<file path="src/rtl/rf_wb_arbiter.sv">
// Register-file write-port arbiter: merges in-order writeback (A) with a long-latency
// unit (B), with starvation protection for B and a pending-write scoreboard for decode.
module rf_wb_arbiter #(
  parameter int MAX_WAIT = 4
) (
  input  logic        clk,
  input  logic        rst,
  input  logic        a_valid,
  input  logic [4:0]  a_rd,
  input  logic [31:0] a_data,
  output logic        a_ready,
  input  logic        b_valid,
  input  logic [4:0]  b_rd,
  input  logic [31:0] b_data,
  output logic        b_ready,
  input  logic        issue_valid,
  input  logic [4:0]  issue_rd,
  output logic        issue_ready,
  input  logic [4:0]  rs1,
  input  logic [4:0]  rs2,
  output logic        hazard,
  output logic        rf_wr_en,
  output logic [4:0]  rf_rd,
  output logic [31:0] rf_wr_data
);

  localparam logic [3:0] MaxWaitC = 4'(MAX_WAIT);

  logic        starve;
  logic        issue_fire;
  logic [3:0]  wait_cnt_d, wait_cnt_q;
  logic [31:0] pend_d, pend_q;
  logic        rf_wr_en_d, rf_wr_en_q;
  logic [4:0]  rf_rd_d, rf_rd_q;
  logic [31:0] rf_wr_data_d, rf_wr_data_q;

  // NOTE: every signal driven here gets a default first, so no path can infer a latch.
  always_comb begin
    starve      = (wait_cnt_q >= MaxWaitC);
    b_ready     = b_valid & (~a_valid | starve);
    a_ready     = a_valid & ~(b_valid & starve);
    issue_ready = ~((issue_rd != 5'd0) & pend_q[issue_rd]);
    issue_fire  = issue_valid & issue_ready & (issue_rd != 5'd0);
    hazard      = ((rs1 != 5'd0) & pend_q[rs1]) | ((rs2 != 5'd0) & pend_q[rs2]);

    wait_cnt_d   = 4'd0;
    pend_d       = pend_q;
    rf_wr_en_d   = 1'b0;
    rf_rd_d      = rf_rd_q;
    rf_wr_data_d = rf_wr_data_q;

    if (b_valid && !b_ready) begin
      wait_cnt_d = (wait_cnt_q == 4'hF) ? wait_cnt_q : wait_cnt_q + 4'd1;
    end

    // Clear before set so an issue to the register B is retiring keeps it pending.
    if (b_ready) begin
      pend_d[b_rd] = 1'b0;
    end
    if (issue_fire) begin
      pend_d[issue_rd] = 1'b1;
    end
    pend_d[0] = 1'b0;

    if (b_ready) begin
      rf_wr_en_d   = (b_rd != 5'd0);
      rf_rd_d      = b_rd;
      rf_wr_data_d = b_data;
    end else if (a_ready) begin
      rf_wr_en_d   = (a_rd != 5'd0);
      rf_rd_d      = a_rd;
      rf_wr_data_d = a_data;
    end
  end

  // NOTE: state registers use non-blocking assignments so all flops update together.
  always_ff @(posedge clk or posedge rst) begin
    if (rst) begin
      wait_cnt_q   <= 4'd0;
      pend_q       <= 32'd0;
      rf_wr_en_q   <= 1'b0;
      rf_rd_q      <= 5'd0;
      rf_wr_data_q <= 32'd0;
    end else begin
      wait_cnt_q   <= wait_cnt_d;
      pend_q       <= pend_d;
      rf_wr_en_q   <= rf_wr_en_d;
      rf_rd_q      <= rf_rd_d;
      rf_wr_data_q <= rf_wr_data_d;
    end
  end

  assign rf_wr_en   = rf_wr_en_q;
  assign rf_rd      = rf_rd_q;
  assign rf_wr_data = rf_wr_data_q;

endmodule

</file>
<file path="config.mk">
export PLATFORM = sky130hd
export DESIGN_NAME = rf_wb_arbiter
export DESIGN_NICKNAME = d
export VERILOG_FILES = /design/src/rtl/rf_wb_arbiter.sv
export SDC_FILE = /design/constraint.sdc
export NUM_CORES = 1
export LEC_CHECK = 0
export CAP_MARGIN = 0
export CORE_ASPECT_RATIO = 1.25
export CORE_MARGIN = 8
export CORE_UTILIZATION = 35
export DETAILED_ROUTE_END_ITERATION = 8
export PLACE_DENSITY_LB_ADDON = 0.05
export SLEW_MARGIN = 20
export SYNTH_ARGS = -nofsm -noshare
export SYNTH_HDL_FRONTEND = slang
export SYNTH_SLANG_ARGS = --single-unit
</file>
<file path="constraint.sdc">
create_clock -name clk -period 3.1 [get_ports clk]
set_input_delay 0.62 -clock clk [delete_from_list [all_inputs] [get_ports clk]]
set_output_delay 0.62 -clock clk [all_outputs]
set_load 0.05 [all_outputs]
</file>
==> results of run 1 <==
[area by class of cell]
class | count | area share
clock inverter | 5 | 0.00892
tap | 138 | 0.0280
multi-input combinational | 305 | 0.354
sequential | 73 | 0.296
clock buffer | 11 | 0.0393
timing repair buffer | 172 | 0.271
inverter | 5 | 0.00304
[cell families after synthesis]
group                    count (synthesis)
AO/OA/AOI/OAI                           99
flip-flops                              73
AND/OR/NAND/NOR                        171
adder cells (fa/ha/maj)                  1
other                                    1
multiplexers                            33
buffers and inverters                   33
[state kept, by name, summed over array words and instances (netlist names)]
| register | count |
|---|---|
| pend_q | 31 |
| rf_rd | 5 |
| rf_wr_data | 32 |
| rf_wr_en | 1 |
| wait_cnt_q | 4 |
[Yosys cell counts, types with 7 or more instances]
cell type,count
a22o_1,11
a22oi_1,37
clkbuf_1,19
dfrtp_1,73
mux2i_1,14
mux4_2,10
nand2_1,96
nand2b_1,7
nand3_1,14
nor2_1,13
o21ai_0,28
[worst max path at each step]
| stage | startpoint | slack, ns | end | cells past startpoint |
|---|---|---|---|---|
| finish | rs1[2] | 0.09 | hazard | 7 |
| global route | rs2[1] | -0.002 | hazard | 6 |
| CTS | rs2[3] | -0.09 | hazard | 7 |
| global placement | rs1[0] | -0.38 | hazard | 7 |
| floorplan | rs1[0] | 0.21 | hazard | 6 |
| detailed placement | rs1[0] | -0.40 | hazard | 7 |
[power by group]
group          leakage, uW  switching [uW]  internal [uW]
registers         0.000884             187           1120
clock network     0.000142             388            642
logic              0.00163             571            535
total              0.00266            1150           2300
[stage by stage]
step | power (uW) | cells
final | 3440 | 709
after global placement | 2390 | 689
after CTS | 3450 | 706
after floorplan | 1900 | 411
after global routing | 3610 | 709
after detailed placement | 2390 | 689
[routing by layer]
metal / vias up / wire length (um) / share of wire
met5: - / 0 / 0
met4: 0 / 399 / 0.028
met3: 24 / 1270 / 0.088
met2: 161 / 7240 / 0.50
met1: 1894 / 5590 / 0.39
li1: 1831 / - / -
[layout by cell type, fill, tap and decap left out, drive strengths merged, types with 3 or more instances in the layout]
cell type        n
or3              3
inv              4
or2              4
mux2             3
clkinv           3
nand4            3
nand3b           5
nor2            13
nor2b            3
dlymetal6s2s     3
and3             3
clkbuf          11
a22o            11
nand2           96
nor3b            6
o22ai            3
dfrtp           73
o31ai            6
buf             42
mux4            16
nor4             3
a32o             5
mux2i           14
nand3           14
clkdlybuf4s50  125
o21ai           28
a22oi           37
nand2b           7
and3b            3
[what timing repair did]
action	CTS	global route
setup buffers	1	3
endpoints found under the setup margin	2	1
pin swaps	1	5
hold buffers	0	0
gates resized for setup	9	18
==> results.yml, run 1 <==
detailed_routing:
  detail_route.vias_per_cell: 5.51
  vias: 3910
  final_antenna_net_count: 0
  drt_wl_total_um: 14500
  wire_per_inst_um: 20.5
  drtIter0Drc: 258
  drt-pass1-iter-count: 4
  drcViolationCount: 0
pwr:
  cellPowerDensity_mw_per_mm2: 558
  ir_drop_mv: 0.303
  p_leak_uw: 0.00266
synth:
  synth_area_leader_cell: "dfrtp_1"
  syn_nets: 506
  synthMuxAreaShare: 0.136
  synth_top_area_frac: 0.447
  synth-simple-area-share: 0.202
  yosys.cell_types.count: 51
  synthFlopType: "dfrtp_1"
  synthArstFlopShare: 1.00
  synth_top_family_by_area: "simple AND/OR/NAND/NOR gates"
  synth_warnings: 0
  yosysSeqAreaShare: 0.447
  synth_xor_xnor_area_share: 0
  synth_compound_gate_area_share: 0.174
  synth_edf_count: 0
  synth.avg_cell_area_sq_um: 9.94
  syn_area_sq_mm: 0.00408
  synth_area_leaders: "dfrtp_1 45%, nand2_1 8.8%, a22oi_1 6.8%"
  syn-instance-count: 411
  synth_fa_ha_area_frac: 0.00306
  synth-seq-cells: 73
clocking:
  htreeDepth: 3
  numCtsBuffers: 9
  worstSkewPairLatency_ns: 0.33
  path_clk_slew_ns: 0.06
  cts_max_path_buffers: 2
  cts.root.buffer_cell: "clkbuf_16"
  cts_tree: "built"
  clkSinkCount: 73
floorplan:
  die_x_um: 113
  num_rows: 44
  fp.coreArea_sq_mm: 0.0115
  dieArea_sq_mm: 0.0154
  die_y_um: 137
  start_util: 0.355
  io_pins: 136
worst_setup_path:
  rr_worst_depth: 7
  slowest_delay_ns: 0.38
  worstPathRequired_ns: 2.48
  crit_chain: "dlygate4sd2_1, mux4_2, nor2b_4, a2111oi_4, a31oi_1, a311o_1, buf_6"
  path_class: "input port to output pin"
  r2r-start: "pend_q[8]"
  end_kind: "output pin"
  worstSetupStartpointType: "input port"
  slowest_stage: "a311o_1"
  cp_max_fo: 6
  cp.arrival_ns: 2.39
  critPathTopFamily: "compound AO/OA/AOI/OAI gates"
  path_buf_inv: 2
  rr_endpoint: "pend_q[24]"
  rrSetupSlack_ns: 1.07
hold_path:
  min_from: "wait_cnt_q[0]"
  whs_path_depth: 1
  min_delay_worst_endpoint: "wait_cnt_q[0]"
  min-delay-path-class: "flop to flop"
global_routing:
  gr-total-overflow: 0
  antenna_found_initial: 0
  grt_pass1_vias: 4212
  grt_util_met3: 0.0737
  grt.busiest_layer: "met2"
  grt_first_pass_wirelength_um: 22900
  grt_max_degree: 55
  track_usage: 0.191
  grtUsageMet1: 0.205
  grtUsageMet2: 0.330
sta:
  max_freq_ghz: 0.332
  setup_tns_ns: 0
  tightest_slew_ns: 0.555
  skew_ns: 0.00561
  min_period_ns: 3.01
  finalCritPeriodShare: 0.971
  fin_ws_ns: 0.0907
  hold_viol: 0
  hold_ws_ns: 0.428
  setup_violations: 0
  slew_viol_final: 0
  slew_headroom: 0.629
placed_design:
  place.gp.congestion: 0.863
  hpwl_um: 11200
  dpl-instance-area_sq_mm: 0.00576
  dp_slack_ns: -0.404
  io_buffers: 135
cells_and_area:
  syn_to_final_growth_pct: 51.1
  final_cell_area_sq_mm: 0.00617
  drive_gt1_frac: 0.156
  fillerInstances: 1050
  nets: 661
  n_antenna_cell: 0
  fin_util: 0.536
  multiInputGateArea_sq_mm: 0.00218
  final-seq-area_sq_mm: 0.00183
job:
  max_cap_violations: 0
outcome:
  status: "finished clean"
Power figures use the tool's default switching activity.
==> inputs of run 2 (changes only) <==
--- a/config.mk
+++ b/config.mk
@@ -6,6 +6,8 @@
 export NUM_CORES = 1
 export LEC_CHECK = 0
 export CAP_MARGIN = 0
+export CELL_PAD_IN_SITES_DETAIL_PLACEMENT = 0
+export CELL_PAD_IN_SITES_GLOBAL_PLACEMENT = 1
 export CORE_ASPECT_RATIO = 1.25
 export CORE_MARGIN = 8
 export CORE_UTILIZATION = 35
==> results.yml, run 2 (synthesis results as in run 1) <==
detailed_routing:
  drtIter0Drc: 230
  detail_route.vias_per_cell: 5.57
  drt_wl_total_um: 14700
  vias: 3916
  final_antenna_net_count: 0
  drt-pass1-iter-count: 4
  wire_per_inst_um: 20.9
  drcViolationCount: 0
cells_and_area:
  final_cell_mix: "125 x clkdlybuf4s50_1, 96 x nand2_1, 73 x dfrtp_1, 37 x a22oi_1, 30 x buf_4"
  n_antenna_cell: 0
  nets: 655
  final_cell_area_sq_mm: 0.00610
  layout.cells.non_filler: 703
  syn_to_final_growth_pct: 49.3
  drive_gt1_frac: 0.140
  final_common_cell: "clkdlybuf4s50_1"
  largest_reg_flops: 32
floorplan:
  dieArea_sq_mm: 0.0154
  fp.coreArea_sq_mm: 0.0115
  die_x_um: 113
  io_pins: 136
  start_util: 0.355
  num_rows: 44
  die_y_um: 137
pwr:
  cellPowerDensity_mw_per_mm2: 565
  ir_drop_mv: 0.303
  p_leak_uw: 0.00262
  finalPower_uw: 3440
sta:
  slew_viol_final: 0
  tightest_slew_ns: 0.545
  min_period_ns: 3.00
  setup_violations: 0
  max_freq_ghz: 0.333
  slew_headroom: 0.636
  rsz0062_at_grt: "false"
  hold_viol: 0
  finalCritPeriodShare: 0.969
  skew_ns: 0.00586
hold_path:
  min-delay-path-class: "flop to flop"
  min_from: "wait_cnt_q[0]"
  min_delay_worst_endpoint: "wait_cnt_q[0]"
  whs_path_depth: 1
worst_setup_path:
  rr_endpoint: "pend_q[20]"
  worstSetupStartpointType: "input port"
  rrSetupSlack_ns: 1.22
  worstPathRequired_ns: 2.48
  rr_worst_depth: 6
  end_kind: "output pin"
  r2r-start: "pend_q[30]"
  cp.arrival_ns: 2.38
  path_class: "input port to output pin"
  cp_max_fo: 6
job:
  max_cap_violations: 0
clocking:
  clkSinkCount: 73
  cts.root.buffer_cell: "clkbuf_16"
  worstSkewPairLatency_ns: 0.34
  htreeDepth: 3
  cts_tree: "built"
  numCtsBuffers: 9
  hold_buffers: 0
  path_clk_slew_ns: 0.06
  cts_max_path_buffers: 2
placed_design:
  dpl-instance-area_sq_mm: 0.00573
  io_buffers: 135
  place.gp.congestion: 0.841
  hpwl_um: 11500
  dpl.cell_count: 686
global_routing:
  grt_first_pass_wirelength_um: 23000
  gr-total-overflow: 0
  grt_max_degree: 38
  grt_pass1_vias: 4136
  grtUsageMet2: 0.333
  grtUsageMet1: 0.210
  antenna_found_initial: 0
  grt.busiest_layer: "met2"
  grt_util_met3: 0.0680
  track_usage: 0.196
outcome:
  status: "finished clean"
run 2: power breakdown:
| part | internal, uW | total [uW] | switching (uW) | leakage, uW |
|---|---|---|---|---|
| clock | 646 | 1060 | 414 | 0.000145 |
| sequential | 1120 | 1300 | 185 | 0.000884 |
| combinational | 519 | 1080 | 562 | 0.00159 |
| total | 2280 | 3440 | 1160 | 0.00262 |
run 2: worst max-delay path by stage:
stage | start | endpoint | cells past startpoint
after floorplan | rs1[0] | hazard | 6
after global placement | rs1[0] | hazard | 7
after detailed placement | rs1[0] | hazard | 7
after CTS | rs2[0] | hazard | 7
after global routing | rs2[1] | hazard | 8
final | rs1[0] | hazard | 7
run 2: cell type report:
| cell class | instances | area, sq um |
|---|---|---|
| Tap cell | 138 | 173 |
| Inverter | 5 | 18.8 |
| Clock buffer | 10 | 239 |
| Sequential cell | 73 | 1830 |
| Multi-Input combinational cell | 305 | 2160 |
| Clock inverter | 6 | 67.6 |
| Timing Repair Buffer | 166 | 1620 |
| Fill cell | 1057 | 5410 |
run 2: per-layer routing:
| metal | wire, um | vias up |
|---|---|---|
| met5 | 0 | - |
| met3 | 1260 | 29 |
| li1 | - | 1828 |
| met1 | 5530 | 1899 |
| met2 | 7460 | 160 |
| met4 | 428 | 0 |
run 2: what timing repair did:
action                     4_1_cts  5_1_grt
setup buffers                    0        1
resized for setup                7       13
setup endpoints to repair        2        1
pin swaps                        0        3
run 2: critical path: stages:
cell and delay [ns]:
clkbuf_4 0.16, mux4_2 0.52, nor2b_4 0.15, a2111oi_4 0.31, a31oi_1 0.08, a311o_1 0.38
buf_6 0.16
run 2: stage by stage:
step	setup TNS [ns]	hold slack (ns)	util	setup WS (ns)
floorplan	0	0.406	-	0.207
finish	0	0.431	0.530	0.0971
detailed placement	-0.597	0.421	0.498	-0.450
CTS	-0.0922	0.435	0.525	-0.0922
global route	0	0.459	0.530	0.0153
global placement	-0.532	0.420	0.498	-0.390
==> inputs of run 3 (changes only) <==
--- a/config.mk
+++ b/config.mk
@@ -5,13 +5,14 @@
 export SDC_FILE = /design/constraint.sdc
 export NUM_CORES = 1
 export LEC_CHECK = 0
-export CAP_MARGIN = 0
+export CAP_MARGIN = 20
 export CELL_PAD_IN_SITES_DETAIL_PLACEMENT = 0
 export CELL_PAD_IN_SITES_GLOBAL_PLACEMENT = 1
 export CORE_ASPECT_RATIO = 1.25
 export CORE_MARGIN = 8
 export CORE_UTILIZATION = 35
 export DETAILED_ROUTE_END_ITERATION = 8
+export MAX_ROUTING_LAYER = met4
 export PLACE_DENSITY_LB_ADDON = 0.05
 export SLEW_MARGIN = 20
 export SYNTH_ARGS = -nofsm -noshare
==> results.yml, run 3 (synthesis results as in run 1) <==
sta:
  slew_headroom: 0.631
  skew_ns: 0.00288
  finalCritPeriodShare: 0.975
  hold_viol: 0
  setup_violations: 0
  tightest_slew_ns: 0.551
  fin_ws_ns: 0.0776
  slew_viol_final: 0
  rsz0062_at_grt: "false"
  min_period_ns: 3.02
  max_freq_ghz: 0.331
  setup_tns_ns: 0
cells_and_area:
  layout.cells.non_filler: 705
  fin_util: 0.534
  drive_gt1_frac: 0.141
  n_antenna_cell: 0
  largest_reg_flops: 32
  final_cell_mix: "125 x clkdlybuf4s50_1, 96 x nand2_1, 73 x dfrtp_1, 37 x a22oi_1, 32 x buf_4"
  nets: 657
  syn_to_final_growth_pct: 50.4
  final_common_cell: "clkdlybuf4s50_1"
detailed_routing:
  drt-pass1-iter-count: 5
  detail_route.vias_per_cell: 5.57
  vias: 3925
  final_antenna_net_count: 0
  drt_wl_total_um: 14800
  drtIter0Drc: 133
  drcViolationCount: 0
  wire_per_inst_um: 21.0
worst_setup_path:
  crit_chain: "dlygate4sd2_1, mux4_2, and3b_1, a31oi_2, and4b_1, buf_12"
  cp.arrival_ns: 2.40
  critPathTopFamily: "multiplexers"
  r2r-start: "pend_q[8]"
  path_class: "input port to output pin"
  slowest_stage: "mux4_2"
  worstPathRequired_ns: 2.48
  end_kind: "output pin"
  rr_endpoint: "pend_q[24]"
  path_buf_inv: 2
  worstSetupStartpointType: "input port"
  slowest_delay_ns: 0.55
  rr_worst_depth: 6
  rrSetupSlack_ns: 1.19
  cp_max_fo: 5
global_routing:
  grt_max_degree: 38
  grt_pass1_vias: 4199
  gr-total-overflow: 0
  track_usage: 0.200
  grt_first_pass_wirelength_um: 23000
  antenna_found_initial: 0
clocking:
  hold_buffers: 0
  path_clk_slew_ns: 0.05
  worstSkewPairLatency_ns: 0.33
  cts_tree: "built"
  htreeDepth: 3
  numCtsBuffers: 9
  clkSinkCount: 73
  cts.root.buffer_cell: "clkbuf_16"
  cts_max_path_buffers: 2
placed_design:
  dpl.cell_count: 687
  dp_slack_ns: -0.397
  io_buffers: 135
  hpwl_um: 11500
  place.gp.congestion: 0.858
floorplan:
  io_pins: 136
  dieArea_sq_mm: 0.0154
  die_y_um: 137
  num_rows: 44
  start_util: 0.355
  die_x_um: 113
  fp.coreArea_sq_mm: 0.0115
outcome:
  status: "finished clean"
hold_path:
  whs_path_depth: 1
  min-delay-path-class: "flop to flop"
  min_from: "wait_cnt_q[0]"
  min_delay_worst_endpoint: "wait_cnt_q[0]"
pwr:
  p_leak_uw: 0.00266
  cellPowerDensity_mw_per_mm2: 584
  ir_drop_mv: 0.257
job:
  max_cap_violations: 0
-- run 3: area by class of cell --
cell class              count  area [sq um]
clock inverters             5           103
fillers                  1043          5370
clock buffers              11           243
inverters                   5          18.8
multi-input cells         305          2140
repair buffers            168          1630
well taps                 138           173
flip-flops and latches     73          1830
-- run 3: how the worst max path moves through the flow --
stage	slack, ns	startpoint	to	cells past startpoint
after global placement	-0.38	rs1[0]	hazard	7
after CTS	-0.09	rs2[0]	hazard	7
final	0.08	issue_rd[0]	issue_ready	6
after global routing	0.02	issue_rd[0]	issue_ready	6
after detailed placement	-0.40	rs1[0]	hazard	7
after floorplan	0.21	rs1[0]	hazard	6
-- run 3: what timing repair did --
item                       CTS  global route
pin swaps                    0             2
buffers inserted             0             2
resized for setup            6            12
setup endpoints to repair    2             1
-- run 3: layer usage --
layer	part of all wire	vias up	track usage
li1	-	1831	-
met1	0.40	1904	0.210
met2	0.50	159	0.335
met3	0.074	31	0.0636
met4	0.034	0	0.101
met5	0	-	-
-- run 3: report_power, final --
part	internal, uW	leakage [uW]	switching (uW)
Sequential	1120	0.000884	185
Combinational	519	0.00161	561
Clock	807	0.000166	397
Total	2440	0.00266	1140
-- run 3: worst register-to-register path: cells and delay by family (launching register included) --
| family | cells | cell delay [ns] |
|---|---|---|
| AOI/OAI and AO/OA | 2 | 0.37 |
| buffers and inverters | 1 | 0.18 |
| DFF | 1 | 0.42 |
| muxes | 1 | 0.48 |
| and+or+nand+nor | 2 | 0.38 |
-- run 3: stage by stage --
step                power, uW  hold slack [ns]  instance area (sq um)
floorplan                1900            0.406                   4080
global route             3750            0.458                   6140
detailed placement       2380            0.439                   5740
CTS                      3610            0.446                   6090
finish                   3590            0.440                   6140
global placement         2380            0.420                   5740
